===== config.mk =====
export PLATFORM = sky130hd
export DESIGN_NAME = hazard_scoreboard
export DESIGN_NICKNAME = d
export VERILOG_FILES = /design/src/rtl/hazard_scoreboard.sv
export SDC_FILE = /design/constraint.sdc
export NUM_CORES = 1
export LEC_CHECK = 0
export BUFFER_PORTS_ARGS = -buffer_cell sky130_fd_sc_hd__buf_2
export CAP_MARGIN = 10
export CELL_PAD_IN_SITES_DETAIL_PLACEMENT = 0
export CELL_PAD_IN_SITES_GLOBAL_PLACEMENT = 1
export CORE_MARGIN = 1.5
export CORE_UTILIZATION = 29
export CTS_CLUSTER_SIZE = 28
export DETAILED_ROUTE_END_ITERATION = 7
export HOLD_SLACK_MARGIN = 0.06
export PLACE_DENSITY = 0.87
export SYNTH_ARGS = -nofsm -noshare
export SYNTH_HDL_FRONTEND = slang
export SYNTH_SLANG_ARGS = --single-unit
export TNS_END_PERCENT = 30

===== constraint.sdc =====
create_clock -name clk -period 4.65 [get_ports clk]
set_input_delay 0 -clock clk [delete_from_list [all_inputs] [get_ports clk]]
set_output_delay 0 -clock clk [all_outputs]
set_load 0.01 [all_outputs]

===== src/rtl/hazard_scoreboard.sv =====
// hazard_scoreboard: shift-register scoreboard of in-flight writers resolving ID-stage
// operand forwarding and stalls. Define HAZARD_FWD_EN to forward from the slots.
module hazard_scoreboard #(
  parameter int NUM_STAGES = 3,
  parameter int DATA_W     = 32,
  parameter int LOAD_READY = 2,
  parameter int MUL_READY  = 3
) (
  input  logic                         clk,
  input  logic                         rst_n,
  input  logic                         id_valid,
  input  logic [4:0]                   id_rs_addr,
  input  logic [4:0]                   id_rt_addr,
  input  logic                         id_rs_used,
  input  logic                         id_rt_used,
  input  logic                         id_we,
  input  logic [4:0]                   id_waddr,
  input  logic [1:0]                   id_class,
  input  logic                         pipe_hold,
  input  logic [NUM_STAGES*DATA_W-1:0] stage_data,
  input  logic [DATA_W-1:0]            rs_data_in,
  input  logic [DATA_W-1:0]            rt_data_in,
  output logic [DATA_W-1:0]            rs_data,
  output logic [DATA_W-1:0]            rt_data,
  output logic                         stall,
  output logic [31:0]                  stall_count
);
  localparam int RW = $clog2(NUM_STAGES + 1);

  typedef struct packed {
    logic              hazard;
    logic [DATA_W-1:0] data;
  } src_res_t;

  logic [NUM_STAGES:1]         valid_q, valid_d;
  logic [NUM_STAGES:1][4:0]    waddr_q, waddr_d;
  logic [NUM_STAGES:1][RW-1:0] ready_q, ready_d;
  logic [31:0]                 count_q, count_d;
  logic                        issue_s, new_valid_s;
  logic [RW-1:0]               new_ready_s;
  src_res_t                    rs_res_s, rt_res_s;

`ifdef HAZARD_FWD_EN
  logic [DATA_W-1:0] slot_data_s [1:NUM_STAGES];

  for (genvar k = 1; k <= NUM_STAGES; k++) begin : g_slot
    assign slot_data_s[k] = stage_data[k*DATA_W-1 -: DATA_W];
  end
`else
  logic unused_stage_data_s;
  assign unused_stage_data_s = ^stage_data;
`endif

  // The youngest (lowest-slot) valid writer of addr decides forward vs. hazard.
  function automatic src_res_t resolve(input logic [4:0] addr, input logic used,
                                       input logic [DATA_W-1:0] rf_data);
    src_res_t res;
    logic     hit;
    logic     match;
`ifdef HAZARD_FWD_EN
    logic [RW-1:0] slot;
    slot = {RW{1'b0}};
`endif
    res.hazard = 1'b0;
    res.data   = rf_data;
    hit        = 1'b0;
    for (int k = NUM_STAGES; k >= 1; k--) begin
      match = valid_q[k] && (waddr_q[k] == addr) && (addr != 5'd0);
      hit   = hit | match;
`ifdef HAZARD_FWD_EN
      slot  = match ? RW'(k) : slot;
`endif
    end
    if (hit) begin
`ifdef HAZARD_FWD_EN
      if (slot >= ready_q[slot]) begin
        res.data = slot_data_s[slot];
      end else begin
        res.hazard = used;
      end
`else
      res.hazard = used;
`endif
    end else begin
      res.hazard = 1'b0;
    end
    return res;
  endfunction

  // Operand resolution against the current slots, no added latency.
  always_comb begin
    rs_res_s = resolve(id_rs_addr, id_rs_used, rs_data_in);
    rt_res_s = resolve(id_rt_addr, id_rt_used, rt_data_in);
  end

  assign rs_data     = rs_res_s.data;
  assign rt_data     = rt_res_s.data;
  assign stall       = id_valid & (rs_res_s.hazard | rt_res_s.hazard);
  assign issue_s     = id_valid & ~stall & ~pipe_hold;
  assign new_valid_s = issue_s & id_we & (id_waddr != 5'd0) & (id_class != 2'b11);
  assign stall_count = count_q;

  // Result class selects the first slot at which the value is forwardable.
  always_comb begin
    case (id_class)
      2'b00:   new_ready_s = RW'(32'd1);
      2'b01:   new_ready_s = RW'(LOAD_READY);
      2'b10:   new_ready_s = RW'(MUL_READY);
      default: new_ready_s = RW'(NUM_STAGES);
    endcase
  end

  // Slots advance one stage per unfrozen cycle; a stall feeds a bubble into slot 1.
  always_comb begin
    if (pipe_hold) begin
      valid_d = valid_q;
      waddr_d = waddr_q;
      ready_d = ready_q;
      count_d = count_q;
    end else begin
      valid_d = {valid_q[NUM_STAGES-1:1], new_valid_s};
      waddr_d = {waddr_q[NUM_STAGES-1:1], id_waddr};
      ready_d = {ready_q[NUM_STAGES-1:1], new_ready_s};
      count_d = stall ? (count_q + 32'd1) : count_q;
    end
  end

  // Scoreboard and stall counter state.
  always_ff @(posedge clk or negedge rst_n) begin
    if (!rst_n) begin
      valid_q <= {NUM_STAGES{1'b0}};
      waddr_q <= {(NUM_STAGES*5){1'b0}};
      ready_q <= {(NUM_STAGES*RW){1'b0}};
      count_q <= 32'd0;
    end else begin
      valid_q <= valid_d;
      waddr_q <= waddr_d;
      ready_q <= ready_d;
      count_q <= count_d;
    end
  end
endmodule


* Word level (Yosys, flattened, before mapping)
Cells that the tools add are included.
** Operators by class
- Bitwise operators :: 13
- Muxes and demuxes :: 2
- Reduce and logical (&&, ||, !) cells :: 16
- Equality and inequality tests :: 7
- Add/subtract/negate cells :: 1
** Operators with widths (number)
- 32-bit by 1-bit adder with 32-bit output (second input constant) :: 1
- 5-bit equality test :: 6
- 5-bit nonzero test :: 3
- 1-bit logical AND :: 12
- 1-bit bitwise AND :: 6
- 1-bit OR :: 5
- 1-bit 2-to-1 mux :: 2
- 2-bit inequality test (second input constant) :: 1
- 1-bit inverter :: 2
- 2-bit AND reduction :: 1
** Storage, ports and cells
- Bits in registers :: 50
- Input bits :: 184
- Output and inout bits :: 97
- Logic and storage cells :: 44

* Logic depth before layout (Yosys ltp)
- Depth in word-level cells :: 14
- Depth in mapped cells :: 7
- Depth with buffers taken out :: 6

* Least setup slack after synthesis
Ideal clock, no wire load.
- Path kind :: reg-to-reg
- Start point :: register waddr_q[3] (netlist name)
- End point :: register count_q[1], in the netlist stall_count[1]
- Stages on the path, launching flop included :: 8
- Path buffers :: 1
- Period minus slack after synthesis :: 2.008 ns
- Data required time :: 4.525 ns
- Data arrival time :: 1.883 ns
- Setup time :: 0.125 ns
- Setup slack :: 2.642 ns
- Cells stage by stage :: dfrtp_1 > xor2_1 > nor4_2 > nand3_1 > a31o_2 > buf_4 > a21oi_1 > mux2_2
** On the way
- Cells in the longest elaborated chain, start to end :: 8
- Elaborated cells between the ends (all ways) :: 13
- Classes of those cells :: eq/ne: 2; mux: 2; bitwise: 4; reduce/logical: 5
** Ends and longest elaborated chain
- from (decl) :: RTL line 36 : logic [NUM_STAGES:1][4:0] waddr_q, waddr_d;
- from (signal assigned) :: RTL line 132 : waddr_q <= {(NUM_STAGES*5){1'b0}};
- from (signal assigned) :: RTL line 137 : waddr_q <= waddr_d;
- 5-bit equality test :: RTL line 68 : match = valid_q[k] && (waddr_q[k] == addr) && (addr != 5'd0);
- 1-bit logical AND (2 in series) :: RTL line 68
- 1-bit OR :: RTL line 69 : hit = hit | match;
- 1-bit 2-to-1 mux :: RTL line 74 : if (hit) begin
- 1-bit OR * :: RTL line 98 : assign stall = id_valid & (rs_res_s.hazard | rt_res_s.hazard);
- 1-bit bitwise AND * :: RTL line 98
- 2-bit AND reduction (no line) *
- to (signal assigned) :: RTL line 139 : count_q <= count_d;
- to (decl) :: RTL line 38 : logic [31:0] count_q, count_d;
Mark *: on every way between the ends. The rest lies on a longest branch, timed or not.
A chain may end at the register's enable or synchronous reset.

* Final worst setup path
- Start point :: register waddr_q[13] (netlist name)
- End point :: register count_q[31], in the netlist stall_count[31]
** On the way
- Cells in the longest elaborated chain, start to end :: 9
- Elaborated cells between the ends (all ways) :: 15
- Classes of those cells :: eq/ne: 2; mux: 2; bitwise: 6; reduce/logical: 5
** Ends and longest elaborated chain (RTL line)
- 5-bit equality test :: 68
- 1-bit logical AND (2 in series) :: 68
- 1-bit OR (2 in series) :: 69
- 1-bit 2-to-1 mux :: 74
- 1-bit OR * :: 98
- 1-bit bitwise AND * :: 98
- 2-bit AND reduction (no line) *
Marks and branches as above.

==> impl_metrics.tcl <==
set metrics [dict create \
    max_stage_delay_ns 0.79 \
    synth_seq_cells 50 \
    critPathRequiredTime_ns 4.79 \
    crit_chain "xor2_1 -> nor4_1 -> nand3_1 -> a31o_2 -> a2111oi_0 -> xor2_1" \
    dieHeight_um 109.7 \
    root_buffer "clkbuf_16" \
    cts-htree-levels 2 \
    leakage_nw 1.889 \
    clockBufferDepth 2 \
    drt_iter0_markers 96 \
    vias 2561 \
    setup_viol 0 \
    finalHoldViolations 0 \
    synth_top_area_share_pct 37.86 \
    worstPathMaxFanout 32 \
    area_delta_synth_final_pct 24.31 \
    fill_cells 1056 \
    wl_per_cell_um 14.70 \
    hold_class "in2reg" \
    drc 0 \
    syn_area_um2 3304 \
    nets 562 \
    die-width_um 109.7 \
    final_cell_mix "dlygate4sd3_1 (73), buf_2 (56), xor2_1 (51)" \
    finClkSkew_ns 0.008286 \
    min_period_ns 2.719 \
    grt_pass1_vias 2382 \
    overflow 0 \
    synthDistinctLibCells 32 \
    rsz0062_at_grt "no" \
    async_reset_ff_share_pct 100.0 \
    crit_slowest_cell "a2111oi_0" \
    io_pins 281 \
    multiInputGateArea_um2 1493 \
    ir_drop_mv 0.1481 \
    p_per_area_nw_per_um2 255.0 \
    synth_area_leaders "dfrtp_1 (38%), buf_4 (15%), xor2_1 (14%), mux2_2 (6.1%), a2111oi_2 (4.5%)" \
    syn_avg_cell_area_um2 10.49 \
    io_buffers 56 \
    worstPathArrival_ns 2.86 \
    synth_top_family_by_area "buffers and inverters" \
    cts.sinks 50 \
    ant_nets 0 \
    finalSetupTns_ns 0 \
    post_cts_resized 0 \
    register_area_um2 1251 \
    layout_commonest_cell "dlygate4sd3_1" \
    die_area_um2 12040 \
    numCtsBuffers 5 \
    place.gp.congestion 0.8696 \
    synthXorXnorAreaFrac_pct 16.17 \
    clkTransAtPathRegs_ns 0.07 \
    synth-seq-area-share_pct 37.86 \
    antenna-diode-count 0 \
    period_share_pct 58.48 \
    drive_gt1_share_pct 26.19 \
    yosysTopAreaCell "dfrtp_1" \
    grt_max_degree 51 \
    antenna_found_initial 0 \
    critPathLaunchType "register" \
    finalWirelength_mm 7.613 \
    synth-main-ff-cell "dfrtp_1" \
    endpoint_kind "register" \
    synthMuxAreaShare_pct 6.134 \
    worst_slew_pin_slew_ns 0.8846 \
    syn-num-nets 500 \
    start_util_pct 30.09 \
    synth_compound_area_share_pct 11.02 \
    rows 38 \
    drtPass1Iterations 4 \
    routed_via_density 4.944 \
    crit_type "reg2reg" \
    core_um2 10980 \
    timing.fmax_ghz 0.3677 \
    synth-edff-count 0 \
    dp_hpwl_mm 5.228 \
    relSlewSlack_pct 41.03 \
    track_usage_pct 12.80 \
    drv_slew 0 \
    clock_latency_ns 0.29 \
    yosys.area_share.simple_pct 11.47 \
    status "finished, final reports clean" \
    grt_pass1_wl_mm 11.96 \
    syn-instance-count 315 \
    ys_warn_count 0 \
    maxCapViolations 0 \
    cts_tree "built" \
    crit_path_frequent_cell "xor2_1" \
    post-route-util_pct 37.40 \
    yosys.area_share.adder_pct 0.3786 \
]
==> metal layers <==
| metal | GRT usage (%) | up-vias | wire, um |
|---|---|---|---|
| li1 | - | 1171 | - |
| met1 | 15.81 | 1235 | 3023 |
| met2 | 20.41 | 138 | 3776 |
| met3 | 4.327 | 17 | 634 |
| met4 | 5.195 | 0 | 179 |
| met5 | 0 | - | 0 |
==> cell families (layout without fill, tap and decap cells) <==
group	Yosys count	after routing
xor gates and xnor gates	61	61
AOI/OAI and AO/OA	36	36
buffers and inverters	81	144
adders and majority gates	1	1
muxes	18	18
DFF	50	50
and+or+nand+nor	68	68
==> per-stage QoR <==
| stage | instances | cell area (um^2) | setup slack, ns | total power [W] | hold WS [ns] |
|---|---|---|---|---|---|
| detailed placement | 437 | 3233 | 2.017 | 0.0006263 | 0.00006862 |
| floorplan | 315 | 3304 | 2.642 | 0.0006336 | -0.2956 |
| global placement | 437 | 3233 | 2.014 | 0.0006221 | 0.00006862 |
| finish | 518 | 4108 | 1.931 | 0.001048 | 0.2510 |
| global route | 518 | 4108 | 1.760 | 0.001106 | 0.2550 |
| CTS | 518 | 4108 | 1.945 | 0.001062 | 0.2515 |
==> Yosys cell counts, types with 6 or more instances <==
cell type	number
dfrtp_1	50
a211oi_1	17
and3_1	7
nand3_1	21
xor2_1	51
buf_4	65
nor4_1	6
nand2_1	15
a2111oi_2	10
mux2_2	18
xnor2_1	10
nand4_1	6
==> report_power, final <==
group          internal [W]  leakage, nW  switching (W)
clock              0.000200       0.0740       0.000164
combinational      0.000102         1.17      0.0000855
sequential         0.000462        0.641      0.0000348
total              0.000763         1.89       0.000285
==> final timing paths <==
kind	startpoint	endpoint	slack, ns	cells after the start
min reg2reg	stall_count[31]	stall_count[31]	0.48	1
min in group asynchronous	rst_n	waddr_q[14]	0.34	3
max	waddr_q[13]	stall_count[31]	1.93	6
max reg2reg	waddr_q[13]	stall_count[31]	1.93	6
max in group asynchronous	rst_n	stall_count[30]	3.85	3
min	pipe_hold	waddr_q[5]	0.25	2
==> flip-flops by register name, summed over array words and instances, names as in the netlist <==
signal       count
stall_count     32
waddr_q         15
valid_q          3
==> critical path: cells and delay by family (launching register included) <==
| family | cells | cell delay (ns) |
|---|---|---|
| compound gates | 2 | 1.31 |
| xor+xnor | 2 | 0.31 |
| flops | 1 | 0.42 |
| simple gates | 2 | 0.51 |
==> cell type report <==
type,count,share of cell area [%]
multi-input cells,184,36.34
flip-flops and latches,50,30.46
repair buffers,131,24.98
well taps,140,4.264
clock buffers,5,3.046
clock inverters,3,0.4569
inverters,5,0.4569
==> timing repair <==
action,4_1_cts,5_1_grt
buffers inserted,0,0
endpoints found under the hold margin,120,0
hold buffers,73,0
Power figures use the tool's default switching activity.
